**src/rtl/voice_sequencer.sv**
```systemverilog
`default_nettype none
// ============================================================================
// Module   : voice_sequencer
// Brief    : Per-sample scheduler that walks voices 0..2 through the
//            envelope start/ready handshake and accumulates a 12-bit mix.
// Revision : 1.0 - initial release
// ============================================================================
module voice_sequencer #(
  parameter int TIMEOUT_CYCLES = 64
) (
  input  logic        clk_i,
  input  logic        rst_i,
  input  logic        tick_i,
  input  logic [2:0]  gate_i,
  input  logic [11:0] attack_i,
  input  logic [11:0] decay_i,
  input  logic [11:0] sustain_i,
  input  logic [11:0] release_i,
  input  logic [29:0] wave_i,
  input  logic [2:0]  mute_i,
  input  logic        clr_flags_i,
  output logic        env_start_o,
  output logic [1:0]  env_voice_idx_o,
  output logic        env_gate_o,
  output logic [3:0]  env_attack_o,
  output logic [3:0]  env_decay_o,
  output logic [3:0]  env_sustain_o,
  output logic [3:0]  env_release_o,
  output logic [9:0]  env_wave_o,
  input  logic        env_ready_i,
  input  logic [9:0]  env_wave_i,
  output logic [11:0] mix_o,
  output logic        mix_valid_o,
  output logic        busy_o,
  output logic        overrun_o,
  output logic        timeout_o
);

  typedef enum logic [1:0] {
    IDLE  = 2'd0,
    START = 2'd1,
    WAIT  = 2'd2
  } state_t;

  // Last wait-counter value before a silent voice is abandoned.
  localparam logic [7:0] C_WAIT_LAST = 8'(TIMEOUT_CYCLES - 1);

  state_t      state_q, state_d;
  logic [1:0]  voice_q, voice_d;
  logic [11:0] acc_q, acc_d;
  logic [7:0]  wcnt_q, wcnt_d;
  logic [11:0] mix_q, mix_d;
  logic        mix_valid_q, mix_valid_d;
  logic        overrun_q, overrun_d;
  logic        timeout_q, timeout_d;

  // Frame snapshot of the configuration, taken when a tick is accepted.
  logic [2:0]  gate_q, mute_q;
  logic [11:0] att_q, dec_q, sus_q, rel_q;
  logic [29:0] wave_q;

  logic        w_load;
  logic        w_mute;
  logic        w_done;
  logic [9:0]  w_add;
  logic [11:0] w_sum;

  // State, counters, result and flag registers.
  always_ff @(posedge clk_i or posedge rst_i) begin
    if (rst_i) begin
      state_q     <= IDLE;
      voice_q     <= 2'd0;
      acc_q       <= 12'd0;
      wcnt_q      <= 8'd0;
      mix_q       <= 12'd0;
      mix_valid_q <= 1'b0;
      overrun_q   <= 1'b0;
      timeout_q   <= 1'b0;
    end else begin
      state_q     <= state_d;
      voice_q     <= voice_d;
      acc_q       <= acc_d;
      wcnt_q      <= wcnt_d;
      mix_q       <= mix_d;
      mix_valid_q <= mix_valid_d;
      overrun_q   <= overrun_d;
      timeout_q   <= timeout_d;
    end
  end

  // Shadow registers capture the whole configuration on an accepted tick.
  always_ff @(posedge clk_i or posedge rst_i) begin
    if (rst_i) begin
      gate_q <= 3'd0;
      mute_q <= 3'd0;
      att_q  <= 12'd0;
      dec_q  <= 12'd0;
      sus_q  <= 12'd0;
      rel_q  <= 12'd0;
      wave_q <= 30'd0;
    end else if (w_load) begin
      gate_q <= gate_i;
      mute_q <= mute_i;
      att_q  <= attack_i;
      dec_q  <= decay_i;
      sus_q  <= sustain_i;
      rel_q  <= release_i;
      wave_q <= wave_i;
    end
  end

  // Select the active voice's snapshot fields for the envelope.
  always_comb begin
    env_gate_o    = 1'b0;
    env_attack_o  = 4'd0;
    env_decay_o   = 4'd0;
    env_sustain_o = 4'd0;
    env_release_o = 4'd0;
    env_wave_o    = 10'd0;
    w_mute        = 1'b0;
    case (voice_q)
      2'd0: begin
        env_gate_o    = gate_q[0];
        env_attack_o  = att_q[3:0];
        env_decay_o   = dec_q[3:0];
        env_sustain_o = sus_q[3:0];
        env_release_o = rel_q[3:0];
        env_wave_o    = wave_q[9:0];
        w_mute        = mute_q[0];
      end
      2'd1: begin
        env_gate_o    = gate_q[1];
        env_attack_o  = att_q[7:4];
        env_decay_o   = dec_q[7:4];
        env_sustain_o = sus_q[7:4];
        env_release_o = rel_q[7:4];
        env_wave_o    = wave_q[19:10];
        w_mute        = mute_q[1];
      end
      2'd2: begin
        env_gate_o    = gate_q[2];
        env_attack_o  = att_q[11:8];
        env_decay_o   = dec_q[11:8];
        env_sustain_o = sus_q[11:8];
        env_release_o = rel_q[11:8];
        env_wave_o    = wave_q[29:20];
        w_mute        = mute_q[2];
      end
      default: ;
    endcase
  end

  // Next-state logic: handshake sequencing, accumulation and sticky flags.
  always_comb begin
    state_d     = state_q;
    voice_d     = voice_q;
    acc_d       = acc_q;
    wcnt_d      = wcnt_q;
    mix_d       = mix_q;
    mix_valid_d = 1'b0;
    overrun_d   = overrun_q;
    timeout_d   = timeout_q;
    w_load      = 1'b0;
    w_done      = 1'b0;
    w_add       = 10'd0;
    w_sum       = acc_q;

    // Clear first so that a same-cycle set event below takes priority.
    if (clr_flags_i) begin
      overrun_d = 1'b0;
      timeout_d = 1'b0;
    end

    case (state_q)
      IDLE: begin
        if (tick_i) begin
          w_load  = 1'b1;
          voice_d = 2'd0;
          acc_d   = 12'd0;
          state_d = START;
        end
      end
      START: begin
        wcnt_d  = 8'd0;
        state_d = WAIT;
      end
      WAIT: begin
        if (env_ready_i) begin
          w_done = 1'b1;
          w_add  = w_mute ? 10'd0 : env_wave_i;
        end else if (wcnt_q == C_WAIT_LAST) begin
          w_done    = 1'b1;
          timeout_d = 1'b1;
        end else begin
          wcnt_d = wcnt_q + 8'd1;
        end
        w_sum = acc_q + {2'b00, w_add};
        if (w_done) begin
          acc_d = w_sum;
          if (voice_q == 2'd2) begin
            mix_d       = w_sum;
            mix_valid_d = 1'b1;
            state_d     = IDLE;
          end else begin
            voice_d = voice_q + 2'd1;
            state_d = START;
          end
        end
      end
      default: state_d = IDLE;
    endcase

    // A tick outside IDLE is dropped, including on the final ready cycle.
    if (tick_i && (state_q != IDLE)) begin
      overrun_d = 1'b1;
    end
  end

  assign env_start_o     = (state_q == START);
  assign busy_o          = (state_q != IDLE);
  assign env_voice_idx_o = voice_q;
  assign mix_o           = mix_q;
  assign mix_valid_o     = mix_valid_q;
  assign overrun_o       = overrun_q;
  assign timeout_o       = timeout_q;

endmodule
`default_nettype wire

```
**config.mk**
```make
export PLATFORM = sky130hd
export DESIGN_NAME = voice_sequencer
export DESIGN_NICKNAME = d
export VERILOG_FILES = /design/src/rtl/voice_sequencer.sv
export SDC_FILE = /design/constraint.sdc
export NUM_CORES = 1
export LEC_CHECK = 0
export CAP_MARGIN = 20
export CORE_MARGIN = 2
export CORE_UTILIZATION = 40
export CTS_BUF_LIST = sky130_fd_sc_hd__clkbuf_16
export DETAILED_ROUTE_END_ITERATION = 6
export PLACE_DENSITY_LB_ADDON = 0.15
export RECOVER_POWER = 100
export SLEW_MARGIN = 10
export SYNTH_ARGS = -nofsm -noshare
export SYNTH_HDL_FRONTEND = slang
export SYNTH_SLANG_ARGS = --single-unit
export TNS_END_PERCENT = 50
```
**constraint.sdc**
```tcl
create_clock -name clk_i -period 5.1 [get_ports clk_i]
set_input_delay 1.275 -clock clk_i [delete_from_list [all_inputs] [get_ports clk_i]]
set_output_delay 1.275 -clock clk_i [all_outputs]
set_load 0.05 [all_outputs]
```
# Word-level counts from Yosys, hierarchy flattened
# Index checks and enable logic that the tools add are counted.
# Widths: inputs -> output; s select.
dict set report op_classes {
  reduce_logical 12
  add_sub_neg 3
  n_eq_ne 10
  muxes 38
}
# operator count
set op_table {}
lappend op_table {{$pmux 4 s3} 4}
lappend op_table {{$mux 10} 3}
lappend op_table {{$pmux 10 s3} 1}
lappend op_table {{$mux 12} 2}
lappend op_table {{$pmux 12 s2} 1}
lappend op_table {{$mux 8} 2}
lappend op_table {{$pmux 8 s2} 1}
lappend op_table {{$mux 1} 15}
lappend op_table {{$add 12x10->12} 1}
lappend op_table {{$mux 2} 5}
lappend op_table {{$ne 2x2->1 const B} 5}
lappend op_table {{$reduce_and 3->1} 3}
lappend op_table {{$add 8x1->8 const B} 1}
lappend op_table {{$eq 8x6->1 const B} 1}
lappend op_table {{$reduce_bool 2->1} 4}
lappend op_table {{$pmux 1 s3} 2}
lappend op_table {{$pmux 2 s3} 1}
lappend op_table {{$eq 2x1->1 const B} 2}
lappend op_table {{$eq 2x2->1 const B} 2}
lappend op_table {{$logic_not 2->1} 2}
lappend op_table {{$pmux 2 s2} 1}
lappend op_table {{$reduce_and 4->1} 1}
lappend op_table {{$add 2x1->2 const B} 1}
lappend op_table {{$reduce_and 2->1} 1}
lappend op_table {{$logic_and 1x1->1} 1}
dict set report totals {
  register_bits 123
  in_bits 99
}

# Logic depth before layout (Yosys ltp)
# Gate-level depths: netlist of run 1.
dict set report depth {
  word_depth 8
  mapped_depth 14
  mapped_depth_nobuf 13
}

# Least setup slack after synthesis of run 1
# OpenSTA, ideal clock, no wires.
dict set report synth_timing {
  path_type {flip-flop to flip-flop}
  startpoint {reg voice_q[0] (netlist: env_voice_idx_o[0])}
  endpoint {reg mix_q[8] (netlist: mix_o[8])}
  path_stages_with_launch 14
  required_ns 4.975
  path_slack_ns 1.532
  n_path_buf 1
  setup_ns 0.125
  arrival_ns 3.443
  path_cell_list {dfrtp_1 > inv_1 > ha_1 > clkbuf_1 > a222oi_1 > nor2_1 > nor2_1 > and2_1 > ha_1 > a21o_1 > a221oi_1 > o21ai_0 > xor2_1 > mux2_2}
}
dict set report synth_between {
  elab_chain_len 6
}
# element line
set synth_rtl {}
lappend synth_rtl {{from (decl)} 49} ;# logic [1:0] voice_q, voice_d;
lappend synth_rtl {{from (signal assigned)} 81} ;# voice_q <= voice_d;
lappend synth_rtl {{$eq 2x2->1, or another cell as far along} {121, 200}}
lappend synth_rtl {{$pmux 1 s3} 121} ;# case (voice_q)
lappend synth_rtl {{$mux 10} 190} ;# w_add = w_mute ? 10'd0 : env_wave_i;
lappend synth_rtl {{$mux 10} 188} ;# if (env_ready_i) begin
lappend synth_rtl {{$mux 10} 174} ;# case (state_q)
lappend synth_rtl {{$add 12x10->12} 197} ;# w_sum = acc_q + {2'b00, w_add};
lappend synth_rtl {{to (signal assigned)} 84} ;# mix_q <= mix_d;
lappend synth_rtl {{to (decl)} 52} ;# logic [11:0] mix_q, mix_d;
# Parallel ways exist; a longest one is shown, timed or not. The select of a mux whose other input is x is not followed.
# A chain may end at the register's enable or synchronous reset.

# Worst setup path after layout of run 1
dict set report layout_timing {
  startpoint {reg voice_q[0] (netlist: env_voice_idx_o[0])}
  endpoint {out env_sustain_o[1]}
}
dict set report layout_between {
  elab_chain_len 2
}
# element line
set layout_rtl {}
lappend layout_rtl {{$eq 2x2->1, or another cell as far along} 121}
lappend layout_rtl {{$pmux 4 s3 *} 121}
lappend layout_rtl {{to (decl)} 27} ;# output logic [3:0] env_sustain_o,
# Every way passes the cells marked *; elsewhere a longest branch is shown, timed or not.

==> key figures, run 1 <==
GRT
  – Gr usage total: 0.1923
  – Initial antenna violation count: 0
  – First-pass GRT wire length: 23,720 microns
  – Total grt overflow: 0
  – Vias in the first global route: 4,686
  – Largest net degree at the start of global routing: 85

Timing
  – TNS Setup: 0 ns
  – Worst-margin pin slew: 2.774 ns
  – Setup repair after global routing missed its margin: no
  – Hold slack: 0.4651 ns
  – Final setup viols: 0
  – Worst clock skew: 0.005339 ns
  – Max Transition Viols Final: 60
  – Fin crit period: 4.379 ns
  – Fmax: 0.2283 GHz
  – PnR worst setup slack: 0.7207 ns
  – Crit share post-route: 0.8587
  – Final hold violations: 0
  – Slew margin rel.: -0.8595

Final layout
  – Area growth syn-to-layout: 37.44%
  – Nets: 744
  – FILL cells: 1,221
  – Ant diodes: 0
  – Core Util, Final: 0.5556
  – Share of cells above drive strength 1: 0.2022

Job
  – MaxCap Viol Count: 1

Routing
  – Remaining DRCs: 0
  – Post-DRT Antenna Nets: 0
  – Routed WL: 14,540 microns
  – Via Count: 4,452
  – DR iter-0 viols: 271
  – DR vias/cell: 5.416
  – TritonRoute pass-1 iters: 5
  – Wirelength per Cell: 17.69 microns

Placement
  – DP HPWL: 9689 microns
  – Port Buffers: 144
  – GP Congestion: 0.8533
  – Dpl ws: 0.8109 ns

Floorplanning
  – Row cnt: 44
  – # IOs: 145
  – DIE AREA: 0.01550 sq mm
  – Starting density of the core: 0.4042
  – Die Wd: 124.5 microns
  – Die height: 124.5 microns
  – Core area: 0.01437 sq mm

Pwr
  – Net Sw Frac: 0.4167
  – Worst VDD drop: 0.0005805 V
  – Comb pwr share: 0.472
  – Power share of the sequential group: 0.309
  – Internal: 0.003040 W
  – NetSw: 0.002172 W
  – Leakage: 3.559 nW
  – Power per Cell Area: 652.9 mW/mm^2
  – Clock share of power: 0.219

Worst setup path
  – Arr. time, crit path: 3.10 ns
  – Element type at the critical path end: output port
  – Crit path launch type: register
  – Worst EP required: 3.83 ns
  – Critical path peak fanout: 16
  – Critical path class: reg2out

Run status
  – Violated checks: capacitance limit, slew limit
  – Status: finished, violations left

Worst hold path
  – Hold crit path type: reg2reg

Clock network
  – Post-CTS Repair Setup Buffers: 0
  – Hold buffers post-CTS: 0
  – TritonCTS sink count: 123
  – CTS tree: done
  – CTS root buffer: clkbuf_16
  – Clk Latency, worst-skew pair: 0.42 ns
  – Clk slew on worst S/H paths: 0.05 ns
  – Maximum clock path buffer count: 2
  – H-tree depth: 4
  – CTS Buf Count: 17
  – Post_cts resized: 0

Synth
  – Mapped Nets: 599
  – Ys async rst share: 1.000
  – Synth Register Bits: 123
  – Gate Count Post-Synth: 480
  – Syn avg cell area: 12.10 sq um
  – EDFF count, synth: 0
  – Count of cell types in the netlist: 52
  – Synth Cell Area: 0.005808 sq mm
  – Synth area leader: dfrtp_1
  – Ys Warns: 0
  – Top cell type's share of synthesized area: 0.5299
  – Top FF cell, synth: dfrtp_1
  – Sequential area share after synthesis: 0.5299
  – Synth area leaders: dfrtp_1 (53%), mux2_2 (17%), a222oi_1 (4.8%)
==> kinds of logic after synthesis <==
kind of cell / synth area share
buf+inv: 0.02887
xor+xnor: 0.01056
simple gates: 0.08854
fa+ha+maj: 0.04438
flops: 0.5299
mux: 0.1713
compound gates: 0.1265
==> layout by cell type, fill, tap and decap left out, types with 6 or more instances in the layout <==
master / instances
o21ai_0: 14
nor2_1: 32
nand2_1: 38
inv_1: 16
clkbuf_16: 17
a22o_1: 11
a222oi_1: 28
dfrtp_1: 123
and2_1: 8
ha_1: 19
a21o_1: 6
a21oi_1: 10
mux2_2: 87
dlygate4sd3_1: 49
nand3_1: 9
clkdlybuf4s50_1: 95
==> stage by stage <==
stage                     total power (W)  cells  area [sq um]
after floorplan                  0.003386    480          5808
after global placement           0.004137    789          7443
after detailed placement         0.004191    789          7443
after CTS                        0.005363    821          8010
after global routing             0.005506    822          7983
final                            0.005212    822          7983
==> flip-flops by register name (all words and copies together), names as in the netlist <==
name             flops
state_q              2
wcnt_q               8
mix_o               12
dec_q               12
timeout_o            1
wave_q              30
gate_q               3
acc_q               12
rel_q               12
mute_q               3
sus_q               12
env_voice_idx_o      2
att_q               12
mix_valid_o          1
overrun_o            1
==> Yosys cell counts (all sizes together), types with 3 or more instances <==
master	number
nand3	10
o21ai	14
a22o	11
and2	12
nand4	4
ha	19
or2	3
clkbuf	19
buf	6
a21oi	10
xor2	3
nor2	32
and3	5
inv	17
dfrtp	123
a21o	6
mux2	88
nand2	38
xnor2	4
a222oi	28
==> critical path: stages (launching register included) <==
cell,delay [ns]
dfrtp_1,0.44
inv_1,0.14
ha_1,0.57
buf_4,0.37
a222oi_1,0.15
nor2_1,0.13
dlygate4sd3_1,0.89
==> area by class of cell <==
type                       instances  area (sq um)  share of cell area
multi-input combinational        315          2539              0.3180
inverter                          17         65.06            0.008150
clock inverter                    15         141.4             0.01771
timing repair buffer             151          1504              0.1884
tap                              184         230.2             0.02884
clock buffer                      17         425.4             0.05329
sequential                       123          3078              0.3856
==> power groups by stage <==
| stage | clock [W] | combinational [W] | sequential (W) |
|---|---|---|---|
| 5_1_grt | 0.00122 | 0.00262 | 0.00166 |
| 2_1_floorplan | 0 | 0.00169 | 0.00170 |
| 6_report | 0.00114 | 0.00246 | 0.00161 |
| 3_3_place_gp | 0 | 0.00253 | 0.00160 |
| 4_1_cts | 0.00117 | 0.00258 | 0.00161 |
| 3_5_place_dp | 0 | 0.00257 | 0.00162 |
==> worst paths after layout <==
kind / startpoint / end / slack, ns / cells past startpoint
max in group asynchronous: rst_i / mute_q[1] / 1.75 / 2
max: env_voice_idx_o[0] / env_sustain_o[1] / 0.72 / 6
min in group asynchronous: rst_i / mix_o[3] / 2.08 / 2
min reg2reg: mix_o[1] / mix_o[1] / 0.47 / 2
min: mix_o[1] / mix_o[1] / 0.47 / 2
max reg2reg: env_voice_idx_o[0] / mix_o[8] / 1.14 / 13
==> routing by layer <==
layer / global-route usage / share of wire / up-vias / wire [microns]
met5: 0 / 0 / - / 0
met4: 0.07204 / 0.021 / 0 / 299
met3: 0.07302 / 0.068 / 24 / 985
met2: 0.3179 / 0.49 / 137 / 7155
met1: 0.2281 / 0.42 / 2234 / 6097
li1: - / - / 2057 / -
Note: power is estimated with default switching activity, not from simulation.
==> inputs of run 2 (changes only) <==
==> constraint.sdc (replaced) <==
create_clock -name clk_i -period 3.8 [get_ports clk_i]
set_input_delay 0.95 -clock clk_i [delete_from_list [all_inputs] [get_ports clk_i]]
set_output_delay 0.95 -clock clk_i [all_outputs]
set_load 0.05 [all_outputs]
==> run 2 against run 1 <==
Effect of this change:
- the flow finishes with violations (DRC, capacitance limit, slew limit)
- sequential share of layout area rose by 0.61 points
- sequential power increased by 35%
- combinational power is 29% higher
- global-route usage grew 0.35 points
- via count down 0.16%
- hold slack gained 0.0056 ns
- wire length decreased by 0.41%
- power rose by 32%
==> key figures, run 2 (same netlist as run 1, synthesis figures left out) <==
Routing
  – Wirelength per Cell: 17.55 microns (-0.77%)
  – Via Count: 4,445 (-0.16%)
  – DR iter-0 viols: 329 (+21%)
  – Routed WL: 14,480 microns (-0.41%)
  – Remaining DRCs: 2 (+2)
  – TritonRoute pass-1 iters: 7 (+2)
  – DR vias/cell: 5.388 (-0.52%)
  – Post-DRT Antenna Nets: 0 (unchanged)

Clock network
  – CTS Buf Count: 17 (unchanged)
  – Post_cts resized: 0 (unchanged)
  – Hold buffers post-CTS: 0 (unchanged)
  – Clk slew on worst S/H paths: 0.06 ns (about the same)
  – CTS root buffer: clkbuf_16
  – TritonCTS sink count: 123 (unchanged)
  – CTS tree: done
  – H-tree depth: 4 (unchanged)
  – Post-CTS Repair Setup Buffers: 0 (unchanged)
  – Clk Latency, worst-skew pair: 0.41 ns (about the same)
  – Maximum clock path buffer count: 2 (unchanged)

Pwr
  – Power share of the sequential group: 0.316 (+0.007)
  – Net Sw Frac: 0.4249 (+0.008210)
  – Power consumption: 0.006855 W (+32%)
  – Internal: 0.003942 W (+30%)
  – Worst VDD drop: 0.0004903 V (-16%)
  – Power per Cell Area: 872.4 mW/mm^2 (+34%)
  – Clock share of power: 0.221 (+0.002)
  – Leakage: 3.545 nW (-0.39%)
  – Comb pwr share: 0.462 (-0.010)
  – NetSw: 0.002913 W (+34%)

Floorplanning
  – DIE AREA: 0.01550 sq mm (unchanged)
  – Core area: 0.01437 sq mm (unchanged)
  – Die Wd: 124.5 microns (unchanged)
  – Starting density of the core: 0.4042 (unchanged)
  – # IOs: 145 (unchanged)
  – Row cnt: 44 (unchanged)
  – Die height: 124.5 microns (unchanged)

Worst setup path
  – Critical path class: reg2out
  – Crit path to: env_attack_o[3]
  – Reg-to-reg endpoint: mix_o[8]
  – FF-to-FF setup slack: 0.46 ns (-0.68 ns)
  – Crit path launch type: register
  – Worst EP required: 2.85 ns (-0.98 ns)
  – Critical path peak fanout: 27 (+11)
  – Worst Setup SP: env_voice_idx_o[1]
  – FF-to-FF Start: env_voice_idx_o[0]
  – Element type at the critical path end: output port
  – Arr. time, crit path: 2.55 ns (-0.55 ns)
  – R2R depth: 13 (unchanged)

GRT
  – Largest net degree at the start of global routing: 102 (+20%)
  – First-pass GRT wire length: 24,220 microns (+2.1%)
  – Total grt overflow: 0 (unchanged)
  – Initial antenna violation count: 0 (unchanged)
  – Vias in the first global route: 4,741 (+1.2%)
  – Gr usage total: 0.1958 (+0.003512)

Timing
  – Final hold violations: 0 (unchanged)
  – Max Transition Viols Final: 37 (-38%)
  – Worst clock skew: 0.007839 ns (+0.002500 ns)
  – Slew margin rel.: -0.1038 (+0.7557)
  – TNS Setup: 0 ns (unchanged)
  – Final setup viols: 0 (unchanged)
  – Worst-margin pin slew: 1.652 ns (-1.122 ns)
  – Fmax: 0.2858 GHz
  – Fin crit period: 3.499 ns
  – Setup repair after global routing missed its margin: no
  – Crit share post-route: 0.9208
  – PnR worst setup slack: 0.3011 ns (-0.4195 ns)

Placement
  – Area after detailed placement: 0.007482 sq mm (+0.52%)
  – Dpl ws: 0.08281 ns (-0.7281 ns)
  – Cells after DPL: 793 (+0.51%)
  – DP HPWL: 9714 microns (+0.26%)
  – Port Buffers: 144 (unchanged)
  – GP Congestion: 0.8473 (-0.70%)

Final layout
  – Commonest non-fill, non-tap cells in the layout: dfrtp_1 (123), clkdlybuf4s50_1 (95), mux2_2 (87), nand2_1 (38), nor2_1 (32)
  – FF+latch area: 0.003078 sq mm (unchanged)
  – Finished Cell Area: 0.007858 sq mm (-1.6%)
  – FILL cells: 1,239 (+1.5%)
  – Final non-filler cell total: 825 (+0.36%)
  – Area growth syn-to-layout: 35.29%
  – Nets: 747 (+0.40%)
  – Biggest register: wave_q
  – Max reg flops: 30 (unchanged)
  – Multi-input logic area: 0.002539 sq mm (unchanged)
  – Ant diodes: 0 (unchanged)
  – Commonest non-fill, non-tap cell in the layout: dfrtp_1
  – Share of cells above drive strength 1: 0.2309 (+0.02869)

Job
  – MaxCap Viol Count: 1 (unchanged)

Worst hold path
  – Worst Min Path Start: mix_o[0]
  – Hold crit path type: reg2reg

Run status
  – Status: finished, violations left
  – Violated checks: DRC, capacitance limit, slew limit
==> run 2: changes by cell type in the layout (fill, tap and decap cells not counted), moves of 2 or more <==
cell / change
clkbuf_2: +19
clkbuf_1: +9
inv_6: +2
dlygate4sd3_1: -27
==> run 2: worst max-delay path, stage by stage (launching register included) <==
cell      delay (ns)
dfrtp_1         0.43
inv_1           0.10
ha_1            0.18
clkbuf_2        0.61
a222oi_1        0.19
nor2_1          0.14
clkbuf_1        0.48
==> run 2: worst min path at each step <==
| stage | slack [ns] | endpoint | cells after the start |
|---|---|---|---|
| 6_report | 0.47 | mix_o[0] | 2 |
| 5_1_grt | 0.49 | mix_o[6] | 2 |
| 3_5_place_dp | 0.47 | mix_o[4] | 2 |
| 4_1_cts | 0.48 | mix_o[4] | 2 |
| 3_3_place_gp | 0.46 | mix_o[6] | 2 |
| 2_1_floorplan | 0.46 | wcnt_q[5] | 1 |
==> run 2: area by class of cell <==
| type | instances | area share |
|---|---|---|
| Sequential cell | 123 | 0.3917 |
| Multi-Input combinational cell | 315 | 0.3231 |
| Timing Repair Buffer | 154 | 0.1760 |
| Clock buffer | 17 | 0.05414 |
| Tap cell | 184 | 0.02930 |
| Clock inverter | 15 | 0.01752 |
| Inverter | 17 | 0.008280 |
==> run 2: per-stage QoR <==
| stage | utilization | hold slack, ns |
|---|---|---|
| final | 0.5468 | 0.4708 |
| after global routing | 0.5468 | 0.4946 |
| after CTS | 0.5599 | 0.4817 |
| after detailed placement | 0.5207 | 0.4659 |
| after global placement | 0.5207 | 0.4599 |
| after floorplan | - | 0.4644 |
==> run 2: per-layer routing <==
layer  track usage  routed length (microns)
met4       0.05750                      182
met2        0.3263                     7279
met3       0.07689                      980
met5             0                        0
met1        0.2351                     6036
==> run 2: power groups by stage <==
stage / sequential, W / combinational (W) / clock, W
2_1_floorplan: 0.00228 / 0.00227 / 0
3_3_place_gp: 0.00215 / 0.00345 / 0
3_5_place_dp: 0.00218 / 0.00350 / 0
4_1_cts: 0.00217 / 0.00351 / 0.00156
5_1_grt: 0.00224 / 0.00340 / 0.00163
6_report: 0.00217 / 0.00317 / 0.00152
